===== config.mk =====
export PLATFORM = sky130hd
export DESIGN_NAME = hs32_decode_pipe
export DESIGN_NICKNAME = d
export VERILOG_FILES = /design/src/rtl/hs32_pkg.sv /design/src/rtl/hs32_skid_buf.sv /design/src/rtl/hs32_decode_pipe.sv
export SDC_FILE = /design/constraint.sdc
export NUM_CORES = 1
export LEC_CHECK = 0
export CAP_MARGIN = 20
export CORE_UTILIZATION = 54
export CTS_BUF_LIST = sky130_fd_sc_hd__clkbuf_8
export DETAILED_ROUTE_END_ITERATION = 10
export PLACE_DENSITY_LB_ADDON = 0.15
export SLEW_MARGIN = 20
export SYNTH_ARGS = -nofsm -noshare
export SYNTH_HDL_FRONTEND = slang
export SYNTH_SLANG_ARGS = --single-unit
export TNS_END_PERCENT = 100

===== constraint.sdc =====
create_clock -name clk -period 3.55 [get_ports clk]
set_clock_uncertainty 0.15 [all_clocks]
set_input_delay 0.71 -clock clk [delete_from_list [all_inputs] [get_ports clk]]
set_output_delay 0.71 -clock clk [all_outputs]
set_load 0.02 [all_outputs]

===== src/rtl/hs32_pkg.sv =====
// Shared HS32 decode definitions: opcodes, ALU ops, control words and the decoded record.
package hs32_pkg;

  localparam int unsigned OPC_W       = 4;
  localparam int unsigned ALUOP_W     = 3;
  localparam int unsigned CTL_K_W     = 8;
  localparam int unsigned DEC_IMM_W   = 16;
  localparam int unsigned DEC_REG_W   = 4;
  localparam int unsigned DEC_SHIFT_W = 5;
  localparam int unsigned DEC_CTL_W   = 16;

  localparam logic [OPC_W-1:0] HS32_LDRI = 4'h1;
  localparam logic [OPC_W-1:0] HS32_LDR  = 4'h2;
  localparam logic [OPC_W-1:0] HS32_LDRA = 4'h3;
  localparam logic [OPC_W-1:0] HS32_STRI = 4'h4;
  localparam logic [OPC_W-1:0] HS32_STR  = 4'h5;
  localparam logic [OPC_W-1:0] HS32_STRA = 4'h6;

  localparam logic [ALUOP_W-1:0] HS32_ADD = 3'd1;
  localparam logic [ALUOP_W-1:0] HS32_SUB = 3'd2;
  localparam logic [ALUOP_W-1:0] HS32_AND = 3'd3;
  localparam logic [ALUOP_W-1:0] HS32_OR  = 3'd4;

  // bit 0 mem access, bit 2 address uses Rn, bit 3 immediate, bit 4 load, bit 5 store
  localparam logic [CTL_K_W-1:0] CTL_NOP  = 8'h00;
  localparam logic [CTL_K_W-1:0] CTL_LDRI = 8'h19;
  localparam logic [CTL_K_W-1:0] CTL_LDR  = 8'h11;
  localparam logic [CTL_K_W-1:0] CTL_LDRA = 8'h15;
  localparam logic [CTL_K_W-1:0] CTL_STRI = 8'h29;
  localparam logic [CTL_K_W-1:0] CTL_STR  = 8'h21;
  localparam logic [CTL_K_W-1:0] CTL_STRA = 8'h25;

  typedef enum logic [1:0] {
    SB_EMPTY = 2'd0,
    SB_ONE   = 2'd1,
    SB_FULL  = 2'd2
  } skid_state_t;

  typedef struct packed {
    logic [ALUOP_W-1:0]     aluop;
    logic [DEC_SHIFT_W-1:0] shift;
    logic [DEC_IMM_W-1:0]   imm;
    logic [DEC_REG_W-1:0]   regdst;
    logic [DEC_REG_W-1:0]   regsrc;
    logic [DEC_REG_W-1:0]   regopd;
    logic [DEC_CTL_W-1:0]   ctlsig;
  } dec_fields_t;

  typedef struct packed {
    dec_fields_t f;
    logic        fault;
  } dec_t;

  function automatic logic [DEC_CTL_W-1:0] ctl_word(input logic [CTL_K_W-1:0] c);
    return DEC_CTL_W'(c);
  endfunction

  function automatic logic opc_defined(input logic [OPC_W-1:0] op);
    return op inside {HS32_LDRI, HS32_LDR, HS32_LDRA, HS32_STRI, HS32_STR, HS32_STRA};
  endfunction

endpackage


===== src/rtl/hs32_skid_buf.sv =====
// Generic two-entry valid/ready skid buffer; M drives the output, S absorbs one extra entry.
module hs32_skid_buf
  import hs32_pkg::*;
#(
  parameter int unsigned W = 8
) (
  input  logic         clk,
  input  logic         reset,
  input  logic         flush,
  input  logic         in_valid,
  output logic         in_ready,
  input  logic [W-1:0] in_data,
  output logic         out_valid,
  input  logic         out_ready,
  output logic [W-1:0] out_data
);

  skid_state_t  state_q, state_d;
  logic [W-1:0] m_q, m_d;
  logic [W-1:0] s_q, s_d;
  logic         ready_q, ready_d;
  logic         valid_q, valid_d;
  logic         accept;
  logic         drain;

  always_ff @(posedge clk) begin
    if (!reset) begin
      state_q <= SB_EMPTY;
      m_q     <= '0;
      s_q     <= '0;
      ready_q <= 1'b0;
      valid_q <= 1'b0;
    end else begin
      state_q <= state_d;
      m_q     <= m_d;
      s_q     <= s_d;
      ready_q <= ready_d;
      valid_q <= valid_d;
    end
  end

  // Flush wins over accept and drain and clears stored entries.
  always_comb begin
    state_d = state_q;
    m_d     = m_q;
    s_d     = s_q;
    accept  = in_valid && ready_q;
    drain   = valid_q && out_ready;
    if (flush) begin
      state_d = SB_EMPTY;
      m_d     = '0;
      s_d     = '0;
    end else begin
      case (state_q)
        SB_EMPTY: begin
          if (accept) begin
            m_d     = in_data;
            state_d = SB_ONE;
          end
        end
        SB_ONE: begin
          if (accept && drain) begin
            m_d = in_data;
          end else if (accept) begin
            s_d     = in_data;
            state_d = SB_FULL;
          end else if (drain) begin
            state_d = SB_EMPTY;
          end
        end
        SB_FULL: begin
          if (drain) begin
            m_d     = s_q;
            state_d = SB_ONE;
          end
        end
        default: state_d = SB_EMPTY;
      endcase
    end
    ready_d = (state_d != SB_FULL);
    valid_d = (state_d != SB_EMPTY);
  end

  assign in_ready  = ready_q;
  assign out_valid = valid_q;
  assign out_data  = m_q;

endmodule


===== src/rtl/hs32_decode_pipe.sv =====
// HS32 registered decode stage with a two-entry skid buffer toward execute.
// Define HS32_DEC_FAULT_EN to add the per-entry undefined-opcode fault output.
module hs32_decode_pipe
  import hs32_pkg::*;
#(
  parameter int unsigned IMM_W   = DEC_IMM_W,
  parameter int unsigned REG_W   = DEC_REG_W,
  parameter int unsigned SHIFT_W = DEC_SHIFT_W,
  parameter int unsigned CTL_W   = DEC_CTL_W
) (
  input  logic               clk,
  input  logic               reset,
  input  logic [31:0]        instd,
  input  logic               ackd,
  output logic               reqd,
  input  logic               flush,
  output logic               out_valid,
  input  logic               out_ready,
  output logic [2:0]         aluop,
  output logic [SHIFT_W-1:0] shift,
  output logic [IMM_W-1:0]   imm,
  output logic [REG_W-1:0]   regdst,
  output logic [REG_W-1:0]   regsrc,
  output logic [REG_W-1:0]   regopd,
  output logic [CTL_W-1:0]   ctlsig
`ifdef HS32_DEC_FAULT_EN
  ,
  output logic               fault
`endif
);

  logic [OPC_W-1:0] opc;
  dec_fields_t      fields_d;
  dec_fields_t      fields_q;
  logic             unused_rsvd;

  assign opc         = instd[31:28];
  assign unused_rsvd = ^instd[27:24];

  // Field extraction; undefined opcodes leave everything zero with a NOP control word.
  always_comb begin
    fields_d        = '0;
    fields_d.ctlsig = ctl_word(CTL_NOP);
    if (opc_defined(opc)) begin
      fields_d.aluop  = HS32_ADD;
      fields_d.regdst = DEC_REG_W'(instd[23:20]);
      fields_d.regsrc = DEC_REG_W'(instd[19:16]);
    end
    case (opc)
      HS32_LDRI: begin
        fields_d.imm    = DEC_IMM_W'(instd[IMM_W-1:0]);
        fields_d.ctlsig = ctl_word(CTL_LDRI);
      end
      HS32_LDR: fields_d.ctlsig = ctl_word(CTL_LDR);
      HS32_LDRA: begin
        fields_d.shift  = DEC_SHIFT_W'(instd[11:7]);
        fields_d.regopd = DEC_REG_W'(instd[15:12]);
        fields_d.ctlsig = ctl_word(CTL_LDRA);
      end
      HS32_STRI: begin
        fields_d.imm    = DEC_IMM_W'(instd[IMM_W-1:0]);
        fields_d.ctlsig = ctl_word(CTL_STRI);
      end
      HS32_STR: fields_d.ctlsig = ctl_word(CTL_STR);
      HS32_STRA: begin
        fields_d.shift  = DEC_SHIFT_W'(instd[11:7]);
        fields_d.regopd = DEC_REG_W'(instd[15:12]);
        fields_d.ctlsig = ctl_word(CTL_STRA);
      end
      default: ;
    endcase
  end

`ifdef HS32_DEC_FAULT_EN
  dec_t pay_in, pay_out;
  assign pay_in   = '{f: fields_d, fault: !opc_defined(opc)};
  assign fields_q = pay_out.f;
  assign fault    = pay_out.fault;
`else
  dec_fields_t pay_in, pay_out;
  assign pay_in   = fields_d;
  assign fields_q = pay_out;
`endif

  hs32_skid_buf #(
    .W($bits(pay_in))
  ) u_skid (
    .clk      (clk),
    .reset    (reset),
    .flush    (flush),
    .in_valid (ackd),
    .in_ready (reqd),
    .in_data  (pay_in),
    .out_valid(out_valid),
    .out_ready(out_ready),
    .out_data (pay_out)
  );

  assign aluop  = fields_q.aluop;
  assign shift  = SHIFT_W'(fields_q.shift);
  assign imm    = IMM_W'(fields_q.imm);
  assign regdst = REG_W'(fields_q.regdst);
  assign regsrc = REG_W'(fields_q.regsrc);
  assign regopd = REG_W'(fields_q.regopd);
  assign ctlsig = CTL_W'(fields_q.ctlsig);

endmodule


==> results of run 1 <==
metrics by stage:
stage          total power [W]  util [%]  hold slack (ns)
4_1_cts               0.001914     72.01           0.3070
6_report              0.001909     72.01           0.3036
3_5_place_dp          0.001188     68.38           0.2898
5_1_grt               0.001975     72.01           0.3273
2_1_floorplan         0.001099         -           0.2799
3_3_place_gp          0.001185     68.38           0.2859
worst paths after layout:
kind / from / endpoint / slack (ns) / depth (start not counted)
worst max-delay path: instd[31] / u_skid.out_data[38] / 1.14 / 5
worst max register to register: u_skid.state_q[0] / u_skid.out_data[4] / 1.20 / 5
worst min-delay path: u_skid.s_q[45] / u_skid.out_data[45] / 0.30 / 2
worst min register to register: u_skid.s_q[45] / u_skid.out_data[45] / 0.30 / 2
metal layers:
metal  vias up  track usage (%)
met2       161            47.69
met5         -                0
met4         0            10.53
met3        13            4.667
li1       1555                -
met1      1513            32.34
cells in the mapped netlist:
master | n | area [um2]
and3_1 | 1 | 6.260
nor2_1 | 34 | 127.6
nand2b_1 | 2 | 12.51
o21a_1 | 1 | 7.510
a221oi_1 | 24 | 210.2
nor2b_1 | 2 | 12.51
mux2i_1 | 1 | 10.01
a21bo_2 | 1 | 10.01
nand3_1 | 34 | 170.2
o22a_1 | 1 | 8.760
nor4_4 | 2 | 42.54
a21oi_1 | 55 | 275.3
o22ai_2 | 1 | 12.51
a21boi_0 | 1 | 7.510
buf_4 | 17 | 127.6
buf_2 | 11 | 55.05
dfxtp_1 | 82 | 1642
nand2_1 | 62 | 232.7
o21ai_0 | 36 | 180.2
clkbuf_4 | 1 | 7.510
a311oi_2 | 1 | 15.01
nand3b_1 | 1 | 7.510
nor3b_2 | 1 | 12.51
xnor2_2 | 1 | 16.27
nor3_4 | 1 | 16.27
a211oi_1 | 2 | 15.01
nor3_1 | 3 | 15.01
or2_2 | 1 | 6.260
a311oi_1 | 2 | 17.52
conb_1 | 1 | 3.750
inv_1 | 3 | 11.26
buf_6 | 2 | 22.52
nor3_2 | 1 | 10.01
clkbuf_1 | 18 | 67.56
a31oi_1 | 9 | 56.30
worst register-to-register path, cell delays in order, from the launching register on:
cell and delay [ns]:
dfxtp_1 0.37, nand2b_1 0.48, o22ai_2 0.66, buf_12 0.27, nor2_1 0.08, a311oi_1 0.24
cell type report:
class / instances / area share, %
clock buffer: 11 / 3.489
multi-input combinational: 294 / 36.36
sequential: 82 / 37.83
clock inverter: 4 / 1.557
tap: 75 / 2.163
timing repair buffer: 80 / 18.34
inverter: 3 / 0.2595
where the power goes:
part | switching, W | internal, W | leakage [nW] | total [W]
Sequential | 0.00000913 | 0.000935 | 0.664 | 0.000945
Combinational | 0.000132 | 0.0000923 | 0.695 | 0.000225
Clock | 0.000313 | 0.000426 | 0.118 | 0.000739
Total | 0.000455 | 0.00145 | 1.48 | 0.00191
cells by family after synthesis:
logic type             Yosys count  share of synthesized area, %
AO/OA/AOI/OAI                  134                         23.64
multiplexers                     1                        0.2901
XOR/XNOR                         1                        0.4715
flip-flops                      82                         47.57
AND/OR/NAND/NOR                145                         19.47
other                            1                        0.1087
buffers and inverters           52                         8.448
flip-flops by register name (all words and copies together), names as in the netlist:
signal,cells
u_skid.out_data,39
u_skid.s_q,39
u_skid.state_q,2
u_skid.in_ready,1
u_skid.out_valid,1
cell usage in the layout, fill, tap and decap left out, types with 3 or more instances in the layout:
cell type	n
nand2_1	62
nand3_1	34
conb_1	13
buf_4	6
dfxtp_1	82
o21ai_0	36
nor3_1	3
a221oi_1	24
clkdlybuf4s50_1	73
a31oi_1	9
clkbuf_8	11
inv_1	5
a21oi_1	55
nor2_1	33
==> results.py, run 1 <==
metrics = {
    "run_status": {
        "outcome": "finished clean",
    },
    "clock_network": {
        "cts_buffer_depth": 2,
        "post_cts_resize_count": 0,
        "insertion_delay_ns": 0.34,
        "holdBufCountCts": 0,
        "numCtsBuffers": 9,
        "cts_sinks": 82,
        "cts_root_buffer": "clkbuf_8",
        "cts_tree": "yes",
        "clkTransAtPathRegs_ns": 0.08,
        "cts_setup_buffers": 0,
        "h-tree-depth": 3,
    },
    "timing": {
        "setup_slack_ns": 1.144,
        "setup_viol": 0,
        "worst_pin_slew_ns": 0.9617,
        "finalMaxSlewViolations": 0,
        "grt_setup_unrepaired": "false",
        "final.period_utilization_pct": 67.78,
        "finalHoldViolCount": 0,
        "timing.slew.headroom_pct": 35.89,
        "tns_ns": 0,
        "period_needed_ns": 2.406,
        "timing.fmax_mhz": 415.6,
    },
    "placed_design": {
        "dp_hpwl_um": 5243,
        "dp_cells": 534,
        "placed_area_um2": 4120,
        "port_buffers": 73,
        "place_ws_ns": 0.8331,
        "gp_congestion": 0.8670,
    },
    "critical_path": {
        "cpPeakStageDelay_ns": 0.67,
        "crit_slowest_cell": "nor4_4",
        "critPathCaptureType": "register",
        "critPathTopFamily": "buffers and inverters",
        "cp-start-kind": "primary input",
        "arrival_ns": 2.53,
        "crit_type": "primary input to register",
        "crit_required_ns": 3.67,
        "path_max_fanout": 10,
        "crit_buf_inv": 2,
        "crit_chain": "clkdlybuf4s50_1, nor4_4, buf_4, a221oi_1, nor2_1",
    },
    "synthesis": {
        "ys_types": 35,
        "ys_seq_area_share_pct": 47.57,
        "syn_area_per_cell_um2": 8.295,
        "synthesis.area_um2": 3451,
        "netlist_instances": 416,
        "yosysWarnings": 0,
        "yosys_register_bits": 82,
    },
    "route": {
        "highest_layer": "met4",
        "routed_via_density": 5.905,
        "vias": 3242,
        "wl_met2_um": 4335,
        "wl_per_cell_um": 15.74,
        "wl_um": 8642,
        "remaining_drc_errors": 0,
        "drtIter0Drc": 248,
        "ant_nets": 0,
        "first_pass_iters": 5,
        "m1WireLength_um": 3544,
        "dr_wl_met3_um": 645,
    },
    "global_route": {
        "grt_max_degree": 47,
        "overflow": 0,
        "grt_pass1_vias": 2913,
        "grt_pass1_wl_um": 13810,
        "grt_use_total_pct": 27.01,
        "grt_antenna_before_repair": 0,
    },
    "layout": {
        "syn2layout_area_growth_pct": 25.74,
        "drive_above_1_share_pct": 7.173,
        "fin_cells": 549,
        "fill_cells": 472,
        "seq_area_um2": 1642,
        "final_nets": 507,
        "diodes": 0,
        "finalInstanceArea_um2": 4339,
        "multiInputGateArea_um2": 1578,
    },
    "floorplanning": {
        "core_area_um2": 6026,
        "die_w_um": 81.94,
        "ioPinCount": 91,
        "dieArea_um2": 6714,
        "initial_core_util_pct": 57.27,
        "rows": 28,
        "die_h_um": 81.94,
    },
    "flow_run": {
        "maxCapViolCount": 0,
    },
    "power": {
        "worst_ir_drop_vdd_uv": 305.9,
        "p_per_area_nw_per_um2": 439.9,
        "leakage_nw": 1.477,
    },
    "min_path": {
        "hp-class": "register to register",
    },
}
Note: power is estimated with default switching activity, not from simulation.
==> run 2: changes to the inputs <==
- CORE_UTILIZATION: 54 -> 45
- clock period: 3.55 -> 2.15 ns (I/O delays scaled with it)
==> results.py, run 2 (synthesized netlist as in run 1, its figures left out) <==
metrics = {
    "run_status": {
        "outcome": "finished clean",
    },
    "layout": {
        "mostFrequentLayoutCells": "dfxtp_1, clkdlybuf4s50_1, nand2_1",
        "layout_commonest_cell": "dfxtp_1",
        "final_nets": 527,
        "diodes": 0,
        "syn2layout_area_growth_pct": 34.08,
        "fin_cells": 594,
        "fill_cells": 633,
        "drive_above_1_share_pct": 11.52,
    },
    "global_route": {
        "grt_antenna_before_repair": 0,
        "overflow": 0,
        "grt_max_degree": 45,
        "grt_use_total_pct": 22.69,
        "grt_pass1_vias": 2867,
        "grt_pass1_wl_um": 13950,
    },
    "floorplanning": {
        "dieArea_um2": 8023,
        "ioPinCount": 91,
        "die_h_um": 89.57,
        "initial_core_util_pct": 47.07,
        "die_w_um": 89.57,
        "rows": 31,
        "core_area_um2": 7331,
    },
    "clock_network": {
        "clkTransAtPathRegs_ns": 0.08,
        "cts_tree": "yes",
        "h-tree-depth": 3,
        "cts_buffer_depth": 2,
        "cts_setup_buffers": 0,
        "post_cts_resize_count": 0,
        "holdBufCountCts": 0,
        "cts_sinks": 82,
        "cts_root_buffer": "clkbuf_8",
        "insertion_delay_ns": 0.34,
        "numCtsBuffers": 9,
    },
    "critical_path": {
        "crit_slowest_cell": "clkdlybuf4s50_1",
        "arrival_ns": 1.37,
        "crit_chain": "clkdlybuf4s50_1",
        "crit_buf_inv": 1,
        "critPathTopFamily": "buffers and inverters",
        "cp-start-kind": "register",
        "crit_required_ns": 1.57,
        "path_max_fanout": 5,
        "cpPeakStageDelay_ns": 0.63,
        "critPathCaptureType": "output port",
        "crit_type": "register to output port",
    },
    "route": {
        "first_pass_iters": 7,
        "ant_nets": 0,
        "routed_via_density": 5.512,
        "wl_per_cell_um": 14.48,
        "remaining_drc_errors": 0,
        "vias": 3274,
        "wl_um": 8604,
        "drtIter0Drc": 166,
    },
    "power": {
        "p_per_area_nw_per_um2": 694.9,
        "leakage_nw": 1.602,
        "worst_ir_drop_vdd_uv": 449.8,
        "total_power_w": 0.003215,
    },
    "timing": {
        "period_needed_ns": 1.954,
        "timing.fmax_mhz": 511.8,
        "finalHoldViolCount": 0,
        "final.period_utilization_pct": 90.87,
        "whs_ns": 0.3031,
        "finalMaxSlewViolations": 0,
        "grt_setup_unrepaired": "false",
        "setup_viol": 0,
        "tns_ns": 0,
    },
    "placed_design": {
        "gp_congestion": 0.7839,
        "port_buffers": 73,
        "dp_cells": 578,
        "dp_hpwl_um": 5533,
    },
    "min_path": {
        "hp-class": "register to register",
    },
    "flow_run": {
        "maxCapViolCount": 0,
    },
}
## run 2: cell types whose count changed in the layout (fill, tap and decap cells not counted)
cell | before | now
buf_4 | 6 | 18
buf_12 | 1 | 9
clkinvlp_4 | 0 | 2
inv_1 | 5 | 3
clkbuf_8 | 11 | 10
clkinv_2 | 0 | 1
inv_6 | 0 | 1
## run 2: worst paths after layout
path	startpoint	end	slack, ns	cells after the start
setup / recovery	u_skid.out_valid	out_valid	0.20	1
hold / removal	u_skid.s_q[18]	u_skid.s_q[18]	0.30	2
setup reg to reg	u_skid.state_q[1]	u_skid.out_data[35]	0.42	5
hold reg to reg	u_skid.s_q[18]	u_skid.s_q[18]	0.30	2
## run 2: per-stage QoR
| stage | setup WS, ns | util, % | area, um2 |
|---|---|---|---|
| 2_1_floorplan | 0.4645 | - | 3496 |
| 3_3_place_gp | -0.02156 | 60.03 | 4400 |
| 3_5_place_dp | -0.06066 | 60.03 | 4400 |
| 4_1_cts | 0.1775 | 63.12 | 4627 |
| 5_1_grt | 0.1219 | 63.12 | 4627 |
| 6_report | 0.1963 | 63.12 | 4627 |
## run 2: power breakdown
group | leakage, nW | internal, W | switching, W
clock network | 0.109 | 0.000687 | 0.000554
logic | 0.830 | 0.000191 | 0.000223
registers | 0.664 | 0.00154 | 0.0000150
## run 2: cell type report
cell class / count / area, um2 / share of cell area, %
clock buffer: 10 / 137.6 / 2.975
clock inverter: 6 / 88.84 / 1.920
inverter: 3 / 11.26 / 0.2434
multi-input combinational: 294 / 1578 / 34.10
sequential: 82 / 1642 / 35.48
tap: 99 / 123.9 / 2.677
timing repair buffer: 100 / 1046 / 22.61
## run 2: routing by layer
metal / track usage, % / vias up / share of wire, %
li1: - / 1595 / -
met5: 0 / - / 0
met3: 5.667 / 17 / 5.5
met2: 39.12 / 100 / 50
met4: 6.205 / 0 / 1.7
met1: 28.21 / 1562 / 43
## run 2: tightest hold or removal path, cell delays in order (launching register included)
cell     delay, ns
dfxtp_1       0.32
nand2_1       0.05
a21oi_1       0.05
==> run 3: changes to the inputs <==
- CAP_MARGIN: 20 -> 0
==> results of run 3 <==
Same layout as run 2: the final DEF is identical, and so are final timing and power.
